===== config.mk =====
export PLATFORM = sky130hd
export DESIGN_NAME = fsm_burst_rd_flat
export DESIGN_NICKNAME = d
export VERILOG_FILES = /design/src/rtl/fsm_burst_rd_if.sv /design/src/rtl/fsm_burst_rd.sv /design/src/flat_wrapper.sv
export SDC_FILE = /design/constraint.sdc
export NUM_CORES = 1
export LEC_CHECK = 0
export CELL_PAD_IN_SITES_DETAIL_PLACEMENT = 1
export CELL_PAD_IN_SITES_GLOBAL_PLACEMENT = 2
export CORE_MARGIN = 2
export CORE_UTILIZATION = 29
export CTS_BUF_LIST = sky130_fd_sc_hd__clkbuf_8
export DETAILED_ROUTE_END_ITERATION = 6
export HOLD_SLACK_MARGIN = 0.12
export PLACE_DENSITY = 0.85
export RECOVER_POWER = 50
export SYNTH_ARGS = -nofsm -noshare
export SYNTH_HDL_FRONTEND = slang
export SYNTH_SLANG_ARGS = --single-unit

===== constraint.sdc =====
create_clock -name clk -period 1.3 [get_ports clk]
set_clock_uncertainty 0.05 [all_clocks]
set_input_delay 0.39 -clock clk [delete_from_list [all_inputs] [get_ports clk]]
set_output_delay 0.39 -clock clk [all_outputs]
set_load 0.005 [all_outputs]

===== src/rtl/fsm_burst_rd_if.sv =====
// Command/status bundle between a burst command source and the read sequencer.
// The master side issues go/len and reflects the target's ws; the slave side is the sequencer.
interface fsm_burst_rd_if #(
    parameter int LEN_W = 4
);
    logic             go;
    logic [LEN_W-1:0] len;
    logic             ws;
    logic             rd;
    logic             ds;
    logic             err;
    logic             busy;
    logic [LEN_W-1:0] beat;

    modport master (
        output go, len, ws,
        input  rd, ds, err, busy, beat
    );

    modport slave (
        input  go, len, ws,
        output rd, ds, err, busy, beat
    );
endinterface


===== src/rtl/fsm_burst_rd.sv =====
// One-hot read sequencer for len+1 beat bursts throttled by wait states.
// Optional retry-limit abort is compiled in with FSM_BURST_RD_TIMEOUT_EN.
module fsm_burst_rd #(
    parameter int LEN_W     = 4,
    parameter int RETRY_W   = 3,
    parameter int MAX_RETRY = 5
) (
    input  logic          clk,
    input  logic          rst_n,
    fsm_burst_rd_if.slave bus
);

    if (MAX_RETRY < 1 || MAX_RETRY >= (1 << RETRY_W)) begin : g_cfg_chk
        $error("fsm_burst_rd: MAX_RETRY must lie in 1..2**RETRY_W-1");
    end

`ifdef FSM_BURST_RD_TIMEOUT_EN
    typedef enum logic [4:0] {
        IDLE = 5'b00001,
        READ = 5'b00010,
        DLY  = 5'b00100,
        DONE = 5'b01000,
        ERR  = 5'b10000
    } state_t;

    localparam logic [RETRY_W-1:0] RETRY_MAX = RETRY_W'(MAX_RETRY);

    logic [RETRY_W-1:0] retry_q;
    logic [RETRY_W-1:0] retry_n;
    logic               err_q;
`else
    typedef enum logic [3:0] {
        IDLE = 4'b0001,
        READ = 4'b0010,
        DLY  = 4'b0100,
        DONE = 4'b1000
    } state_t;
`endif

    state_t           state_q;
    state_t           state_n;
    logic [LEN_W-1:0] len_q;
    logic [LEN_W-1:0] len_n;
    logic [LEN_W-1:0] beat_q;
    logic [LEN_W-1:0] beat_n;
    logic             rd_q;
    logic             ds_q;
    logic             busy_q;

    // Any encoding outside the legal one-hot set falls through to IDLE.
    always_comb begin
        state_n = IDLE;
        len_n   = len_q;
        beat_n  = beat_q;
`ifdef FSM_BURST_RD_TIMEOUT_EN
        retry_n = retry_q;
`endif
        case (state_q)
            IDLE: begin
                if (bus.go) begin
                    state_n = READ;
                    len_n   = bus.len;
                    beat_n  = '0;
`ifdef FSM_BURST_RD_TIMEOUT_EN
                    retry_n = '0;
`endif
                end else begin
                    state_n = IDLE;
                end
            end
            READ: state_n = DLY;
            DLY: begin
                if (!bus.ws) begin
                    if (beat_q == len_q) begin
                        state_n = DONE;
                    end else begin
                        state_n = READ;
                        beat_n  = beat_q + 1'b1;
`ifdef FSM_BURST_RD_TIMEOUT_EN
                        retry_n = '0;
`endif
                    end
                end else begin
`ifdef FSM_BURST_RD_TIMEOUT_EN
                    if (retry_q == RETRY_MAX) begin
                        state_n = ERR;
                    end else begin
                        state_n = READ;
                        retry_n = retry_q + 1'b1;
                    end
`else
                    state_n = READ;
`endif
                end
            end
            DONE: state_n = IDLE;
`ifdef FSM_BURST_RD_TIMEOUT_EN
            ERR:  state_n = IDLE;
`endif
            default: state_n = IDLE;
        endcase
    end

    // Outputs decode the next state so they line up with the state they describe.
    always_ff @(posedge clk or negedge rst_n) begin
        if (!rst_n) begin
            state_q <= IDLE;
            len_q   <= '0;
            beat_q  <= '0;
            rd_q    <= 1'b0;
            ds_q    <= 1'b0;
            busy_q  <= 1'b0;
`ifdef FSM_BURST_RD_TIMEOUT_EN
            retry_q <= '0;
            err_q   <= 1'b0;
`endif
        end else begin
            state_q <= state_n;
            len_q   <= len_n;
            beat_q  <= beat_n;
            rd_q    <= (state_n == READ) || (state_n == DLY);
            ds_q    <= (state_n == DONE);
            busy_q  <= (state_n != IDLE);
`ifdef FSM_BURST_RD_TIMEOUT_EN
            retry_q <= retry_n;
            err_q   <= (state_n == ERR);
`endif
        end
    end

    assign bus.rd   = rd_q;
    assign bus.ds   = ds_q;
    assign bus.busy = busy_q;
    assign bus.beat = beat_q;
`ifdef FSM_BURST_RD_TIMEOUT_EN
    assign bus.err  = err_q;
`else
    assign bus.err  = 1'b0;
`endif

endmodule


===== src/flat_wrapper.sv =====
// flat-port wrapper written by rule: the top's interface ports become plain ports
module fsm_burst_rd_flat 
#(
    parameter int LEN_W     = 4,
    parameter int RETRY_W   = 3,
    parameter int MAX_RETRY = 5
)
  (clk, rst_n, bus_go, bus_len, bus_ws, bus_rd, bus_ds, bus_err, bus_busy, bus_beat);
  fsm_burst_rd_if #(.LEN_W(LEN_W)) bus_i ();
  input  logic clk;
  input  logic rst_n;
  input wire logic [$bits(bus_i.go)-1:0] bus_go;
  input wire logic [$bits(bus_i.len)-1:0] bus_len;
  input wire logic [$bits(bus_i.ws)-1:0] bus_ws;
  output wire logic [$bits(bus_i.rd)-1:0] bus_rd;
  output wire logic [$bits(bus_i.ds)-1:0] bus_ds;
  output wire logic [$bits(bus_i.err)-1:0] bus_err;
  output wire logic [$bits(bus_i.busy)-1:0] bus_busy;
  output wire logic [$bits(bus_i.beat)-1:0] bus_beat;
  assign bus_i.go = bus_go;
  assign bus_i.len = bus_len;
  assign bus_i.ws = bus_ws;
  assign bus_rd = bus_i.rd;
  assign bus_ds = bus_i.ds;
  assign bus_err = bus_i.err;
  assign bus_busy = bus_i.busy;
  assign bus_beat = bus_i.beat;
  fsm_burst_rd #(.LEN_W(LEN_W), .RETRY_W(RETRY_W), .MAX_RETRY(MAX_RETRY)) u_core (.clk(clk), .rst_n(rst_n), .bus(bus_i));
endmodule

=== After elaboration in Yosys (flattened, before gate mapping) ===
Index checks and enable logic that the tools add are counted.

* Reduce and logical (&&, ||, !) cells: 4
* Equal/unequal tests: 11
* Multiplexer cells: 8
* $add $sub $neg: 1

{| class="wikitable"
|+ Operators with widths
! cell !! count
|-
| 2-to-1 mux 4 bit || 5
|-
| one-hot mux 4 bit (3 select lines) || 1
|-
| equality test 4 x 2 -> 1 bit (second input constant) || 2
|-
| equality test 4 x 3 -> 1 bit (second input constant) || 2
|-
| one-hot mux 4 bit (2 select lines) || 1
|-
| inequality test 2 bit (second input constant) || 3
|-
| adder 4 x 1 -> 4 bit (second input constant) || 1
|-
| equality test 4 x 1 -> 1 bit (second input constant) || 1
|-
| equality test 4 bit || 1
|-
| equality test 4 bit (second input constant) || 1
|-
| inequality test 4 x 1 -> 1 bit (second input constant) || 1
|-
| AND reduction 4 bit || 1
|-
| 2-to-1 mux 2 bit || 1
|-
| AND reduction 2 bit || 1
|-
| nonzero test 2 bit || 1
|-
| logical OR 1 bit || 1
|}

* Input port bits: 8
* Output and inout port bits: 8
* Logic and storage cells: 30
* Flip-flop bits (word level): 15

=== Depth between registers and ports, before layout ===
Gate-level depths: netlist (run 1).

* Depth in word-level cells: 6
* Gate-level depth with buffers: 5
* Mapped depth without buffers: 4

=== Worst setup path before layout (run 1) ===
Ideal clock, no wire load.

* Path kind: register -> register
* Start point: register u_core.state_q[0]
* End point: register u_core.len_q[0]
* Setup time: 0.125 ns
* Path slack: -0.126 ns
* Cell stages (with the launch flop): 5
* Period minus slack after synthesis: 1.426 ns
* Arrival time: 1.251 ns
* Buffers on the path: 1
* Data required time: 1.125 ns
* Path through: dfstp_2 > and4bb_2 > nand2b_1 > buf_2 > mux2_2

* Cells in the longest elaborated chain, start to end: 2

{| class="wikitable"
|+ RTL lines
! what !! line !! source
|-
| from (decl) || fsm_burst_rd.sv:40 || <nowiki>state_t state_q;</nowiki>
|-
| from (signal assigned) || fsm_burst_rd.sv:118 || <nowiki>state_q <= state_n;</nowiki>
|-
| equality test 4 x 1 -> 1 bit || fsm_burst_rd.sv:58 || <nowiki>case (state_q)</nowiki>
|-
| AND reduction 2 bit (no line) || -- ||
|-
| to (signal assigned) || fsm_burst_rd.sv:119 || <nowiki>len_q <= len_n;</nowiki>
|-
| to (decl) || fsm_burst_rd.sv:42 || <nowiki>logic [LEN_W-1:0] len_q;</nowiki>
|}

Every way passes these cells.
A chain may end at the register's enable or synchronous reset.

=== Final worst setup path (run 1) ===
* Start point: register u_core.beat_q[0], in the netlist u_core.bus.beat[0]
* End point: register u_core.state_q[1]

* Cells in the longest elaborated chain, start to end: 4

{| class="wikitable"
|+ RTL lines
! what !! line !! source
|-
| from (decl) || fsm_burst_rd.sv:44 || <nowiki>logic [LEN_W-1:0] beat_q;</nowiki>
|-
| from (signal assigned) || fsm_burst_rd.sv:120 || <nowiki>beat_q <= beat_n;</nowiki>
|-
| equality test 4 bit || fsm_burst_rd.sv:74 || <nowiki>if (beat_q == len_q) begin</nowiki>
|-
| 2-to-1 mux 4 bit || fsm_burst_rd.sv:74 ||
|-
| 2-to-1 mux 4 bit || fsm_burst_rd.sv:73 || <nowiki>if (!bus.ws) begin</nowiki>
|-
| one-hot mux 4 bit (3 select lines) || fsm_burst_rd.sv:58 ||
|-
| via u_core.state_n[1] || fsm_burst_rd.sv:41 || <nowiki>state_t state_n;</nowiki>
|}

The timed path passes the listed nets, and every way through them passes these cells.

==> results of run 1 <==
[cell families after synthesis]
kind of cell / count (synthesis) / share of synthesized area, %
simple gates: 23 / 19.9
flops: 15 / 54.8
mux: 8 / 12.4
xor+xnor: 4 / 5.10
compound gates: 3 / 3.10
buf+inv: 3 / 2.37
fa+ha+maj: 1 / 1.82
other cells: 1 / 0.546
[layout make-up]
type | instances | area, sq um
inverter | 1 | 3.75
timing repair buffer | 40 | 340
tap | 28 | 35.0
clock buffer | 3 | 41.3
clock inverter | 1 | 3.75
sequential | 15 | 377
multi-input combinational | 40 | 372
fill | 255 | 1060
[cell usage in the layout, fill, tap and decap left out, drive strengths merged, types with 4 or more instances in the layout]
cell           instances
nand2                  6
mux2i                  4
clkbuf                 6
xnor2                  4
clkdlybuf4s50          5
clkdlybuf4s15          4
dfrtp                 14
mux2                   4
buf                   26
nand2b                 4
[power by group through the flow]
stage                     logic [uW]  clock network (uW)  registers (uW)
after floorplan                  328                   0             699
after global placement           538                   0             700
after detailed placement         558                   0             712
after CTS                        680                 384             696
after global routing             945                 405             723
final                            871                 372             712
[final timing paths]
kind / start / endpoint / slack (ns) / depth (start not counted)
max: u_core.bus.beat[0]$_DFFE_PN0P_ / u_core.state_q[1]$_DFF_PN0_ / -0.29 / 7
min: rst_n / u_core.state_q[2]$_DFF_PN0_ / 0.39 / 1
max reg2reg: u_core.bus.beat[0]$_DFFE_PN0P_ / u_core.state_q[1]$_DFF_PN0_ / -0.29 / 7
min reg2reg: u_core.len_q[3]$_DFFE_PN0P_ / u_core.len_q[3]$_DFFE_PN0P_ / 0.49 / 1
max in group asynchronous: rst_n / u_core.state_q[3]$_DFF_PN0_ / 0.10 / 2
min in group clk: u_core.len_q[3]$_DFFE_PN0P_ / u_core.len_q[3]$_DFFE_PN0P_ / 0.49 / 1
[registers in the layout, summed over array words and instances (netlist names)]
signal           flops
u_core.bus.busy      1
u_core.len_q         4
u_core.bus.rd        1
u_core.bus.beat      4
u_core.state_q       4
u_core.bus.ds        1
[stage by stage]
step                worst slack, ns  instances  power [uW]
floorplan                    -0.114         58        1030
global placement             -0.531        111        1240
detailed placement           -0.584        111        1270
CTS                          -0.177        123        1760
global route                 -0.345        128        2070
finish                       -0.285        128        1950
[metal layers]
layer  vias to the layer above  track usage, %
met5                         -               0
met4                         0            7.69
met1                       300            16.5
li1                        279               -
met2                        14            22.1
met3                         7            3.71
[what timing repair did]
action	CTS	global route
setup endpoints to repair	20	17
pin swaps	3	4
buffers inserted	8	5
hold endpoints to repair	0	0
gates resized for setup	21	19
hold buffers	0	0
gates cloned	0	0
==> flow_summary.toml, run 1 <==
[die]
coreArea_sq_um = 2230
rows = 17
initial_core_util_pct = 30.8
die_width_um = 52.7
dieArea_sq_um = 2770
pin_count = 16
die_y_um = 52.7

[global_route]
antenna_found_initial = 0
grt_pass1_vias = 602
grt_max_degree = 10
grt_pass1_wl_mm = 2.66
gr-total-overflow = 0
track_usage_pct = 13.8

[cells_and_area]
layout-area-overhead-vs-synth_pct = 70.7
stdcell_area_sq_um = 1170
drive_gt1_share_pct = 51.0
final_core_util_pct = 52.5
diodes = 0
nets = 110

[route]
drc = 0
dr.pass1.iters = 2
routedWlPerCell_um = 15.7
num_vias = 600
routedLengthMet1_um = 882
vias_per_cell = 4.69
ant_nets = 0
dr_wl_met2_mm = 1.01
drt_iter0_markers = 7
wl_met3_um = 65
drt-total-wl_mm = 2.01
routed.top_layer = "met4"

[pwr]
combPwrFrac_pct = 44.6
ir_worst_vdd_mv = 1.07
switching_power_uw = 609
pwr-share-seq_pct = 36.4
powerDensity_nw_per_um2 = 1670
power.leakage_uw = 0.000573
swShare_pct = 31.2
power_frac_clock_pct = 19.0
intPower_uw = 1350

[run]
maxCapViolations = 0

[timing]
finalCritPeriodShare_pct = 122
maxSlewViolCount = 0
setup_viol = 14
max_slew_margin_pct = 66.5
worst_pin_slew_ns = 0.502
holdWs_ns = 0.392
layout_setup_ws_ns = -0.285
rsz0062_at_grt = "yes"
min_period_ns = 1.59
tns_ns = -2.05
fmax_mhz = 631
finalHoldViolations = 0

[worst_setup_path]
slowest_delay_ns = 0.39
cp_top_family = "buffers and inverters"
arrival_ns = 1.67
critical_path.cell_chain = "buf_4 -> xnor2_1 -> nand4_1 -> buf_4 -> o21bai_2 -> buf_4 -> nand2_1"
cp_max_fo = 2
crit_path_end_kind = "register"
critPathSlowestCell = "dfrtp_1"
critPathKind = "reg2reg"
worstPathBufferInverterCount = 3
critPathLaunchType = "register"
cp_common_cell = "buf_4"
crit_required_ns = 1.39

[clock_network]
path_clk_slew_ns = 0.06
cts_max_path_buffers = 2
numCtsBuffers = 3
clkLatencyLatePin_ns = 0.25
clock-sinks = 15
cts-htree-levels = 1
cts_tree = "built"
cts_root_buf = "clkbuf_8"

[synthesis]
synth.cells.most_frequent = "14 x dfrtp_1, 6 x nand2_1"
ys_warn_count = 0
synthArstFlopShare_pct = 100
synth_flop_cell = "dfrtp_1"
syn_inst = 58
synth_area_sq_um = 687
synth_seq_cells = 15
syn_area_per_cell_sq_um = 11.8
synthTopCellsByArea = "dfrtp_1 51%, mux2_2 6.6%, mux2i_1 5.8%"
synth_edf_count = 0
yosysSeqAreaShare_pct = 54.8
synth.most_common_cell = "dfrtp_1"
ys_types = 24
syn_nets = 67
synth_top_cell_area_share_pct = 51.0
synth_top_cell_by_area = "dfrtp_1"

[outcome]
status = "finished, violations left"
failed_checks = "setup timing"

[placed_design]
hpwl_mm = 1.11
gp_congestion = 0.705
port_buffers = 14
placed_area_sq_um = 960

[hold_path]
hp-class = "in2async"
Power figures use the tool's default switching activity.
==> run 2, diff against run 1 <==
--- a/config.mk
+++ b/config.mk
@@ -13,7 +13,6 @@
 export DETAILED_ROUTE_END_ITERATION = 6
 export HOLD_SLACK_MARGIN = 0.12
 export PLACE_DENSITY = 0.85
-export RECOVER_POWER = 50
 export SYNTH_ARGS = -nofsm -noshare
 export SYNTH_HDL_FRONTEND = slang
 export SYNTH_SLANG_ARGS = --single-unit
==> flow_summary.toml, run 2 (synthesized netlist as in run 1, its figures left out) <==
[clock_network]
cts_max_path_buffers = 2
cts-htree-levels = 1
clkLatencyLatePin_ns = 0.25
path_clk_slew_ns = 0.06
clock-sinks = 15
numCtsBuffers = 3
cts_tree = "built"
cts_root_buf = "clkbuf_8"

[route]
drc = 0
routedWlPerCell_um = 15.7
vias_per_cell = 4.70
num_vias = 601
drt-total-wl_mm = 2.01
ant_nets = 0
drt_iter0_markers = 7
dr.pass1.iters = 2

[cells_and_area]
nets = 110
drive_gt1_share_pct = 52.0
most-common-layout-cells = "20 x buf_4, 14 x dfrtp_1, 6 x nand2_1, 6 x clkdlybuf4s50_1, 6 x buf_6"
stdcell_count = 128
layout-area-overhead-vs-synth_pct = 73.0
diodes = 0
layout_commonest_cell = "buf_4"
stdcell_area_sq_um = 1190

[worst_setup_path]
critPathLaunchType = "register"
worst_r2r_endpoint = "u_core.state_q[1]$_DFF_PN0_"
arrival_ns = 1.67
cp_max_fo = 2
crit_path_end_kind = "register"
reg2reg_from = "u_core.bus.beat[0]$_DFFE_PN0P_"
crit_required_ns = 1.39
critPathKind = "reg2reg"
r2r_slack_ns = -0.28
rr_worst_depth = 7

[pwr]
powerDensity_nw_per_um2 = 1650
ir_worst_vdd_mv = 1.07
power.leakage_uw = 0.000581

[global_route]
gr-total-overflow = 0
antenna_found_initial = 0
track_usage_pct = 13.8
grt_pass1_wl_mm = 2.66
grt_max_degree = 10
grt_pass1_vias = 602

[die]
die_y_um = 52.7
initial_core_util_pct = 30.8
rows = 17
pin_count = 16
coreArea_sq_um = 2230
dieArea_sq_um = 2770
die_width_um = 52.7

[timing]
layout_setup_ws_ns = -0.285
rsz0062_at_grt = "yes"
min_period_ns = 1.58
fmax_mhz = 631
finalCritPeriodShare_pct = 122
setup_viol = 13
maxSlewViolCount = 0
finalHoldViolations = 0

[outcome]
failed_checks = "setup timing"
status = "finished, violations left"

[placed_design]
hpwl_mm = 1.11
port_buffers = 14
place_inst = 111
placed_area_sq_um = 960
gp_congestion = 0.705

[hold_path]
hp-class = "in2async"

[run]
maxCapViolations = 0
[run 2: cell types whose count changed in the layout (fill, tap and decap cells not counted), sizes merged]
cell / previous run / this run
clkdlybuf4s50: 5 / 6
buf: 26 / 27
dlygate4sd3: 1 / 0
clkbuf: 6 / 5
[run 2: power breakdown]
| group | leakage, uW | switching, uW | internal [uW] |
|---|---|---|---|
| Sequential | 0.000193 | 98.8 | 613 |
| Combinational | 0.000361 | 349 | 529 |
| Clock | 0.0000269 | 163 | 209 |
| Total | 0.000581 | 611 | 1350 |
[run 2: worst max path at each step]
stage,depth (start not counted),start,end,slack [ns]
final,7,u_core.bus.beat[0]$_DFFE_PN0P_,u_core.state_q[1]$_DFF_PN0_,-0.28
after global routing,6,u_core.bus.beat[3]$_DFFE_PN0P_,u_core.bus.beat[2]$_DFFE_PN0P_,-0.35
after CTS,4,u_core.state_q[0]$_DFF_PN1_,u_core.bus.beat[3]$_DFFE_PN0P_,-0.18
after detailed placement,4,bus_go,u_core.len_q[0]$_DFFE_PN0P_,-0.58
after global placement,4,bus_go,u_core.len_q[3]$_DFFE_PN0P_,-0.53
after floorplan,4,u_core.state_q[0]$_DFF_PN1_,u_core.bus.beat[0]$_DFFE_PN0P_,-0.11
[run 2: per-layer routing]
| metal | track usage, % | up-vias | part of all wire (%) |
|---|---|---|---|
| li1 | - | 280 | - |
| met1 | 16.5 | 300 | 43 |
| met2 | 22.1 | 14 | 51 |
| met3 | 3.71 | 7 | 3.2 |
| met4 | 7.69 | 0 | 2.4 |
| met5 | 0 | - | 0 |
[run 2: critical path, stage by stage (launching register included)]
cell,delay (ns)
dfrtp_1,0.39
buf_4,0.15
xnor2_1,0.17
nand4_1,0.16
buf_4,0.17
o21bai_2,0.18
buf_4,0.14
nand2_1,0.05
[run 2: layout make-up]
class	instances	area (sq um)
Tap cell	28	35.0
Clock buffer	3	41.3
Inverter	1	3.75
Sequential cell	15	377
Fill cell	252	1040
Multi-Input combinational cell	40	372
Timing Repair Buffer	40	357
Clock inverter	1	3.75
[run 2: what timing repair did]
action / CTS / global route
hold buffers: 0 / 0
endpoints found under the setup margin: 20 / 17
gates resized for setup: 21 / 19
pin swaps: 3 / 4
endpoints found under the hold margin: 0 / 0
buffers inserted: 8 / 5
cloned: 0 / 0
[run 2: metrics by stage]
stage          hold WS, ns  setup WS, ns  utilization (%)  TNS (ns)  total power, uW
6_report             0.353        -0.285             53.2     -2.05             1960
5_1_grt              0.351        -0.345             53.2     -2.84             2080
4_1_cts              0.343        -0.177             48.6     -1.53             1760
3_5_place_dp         0.471        -0.584             43.0     -5.94             1270
3_3_place_gp         0.460        -0.531             43.0     -5.26             1240
2_1_floorplan       0.0444        -0.114                -    -0.876             1030
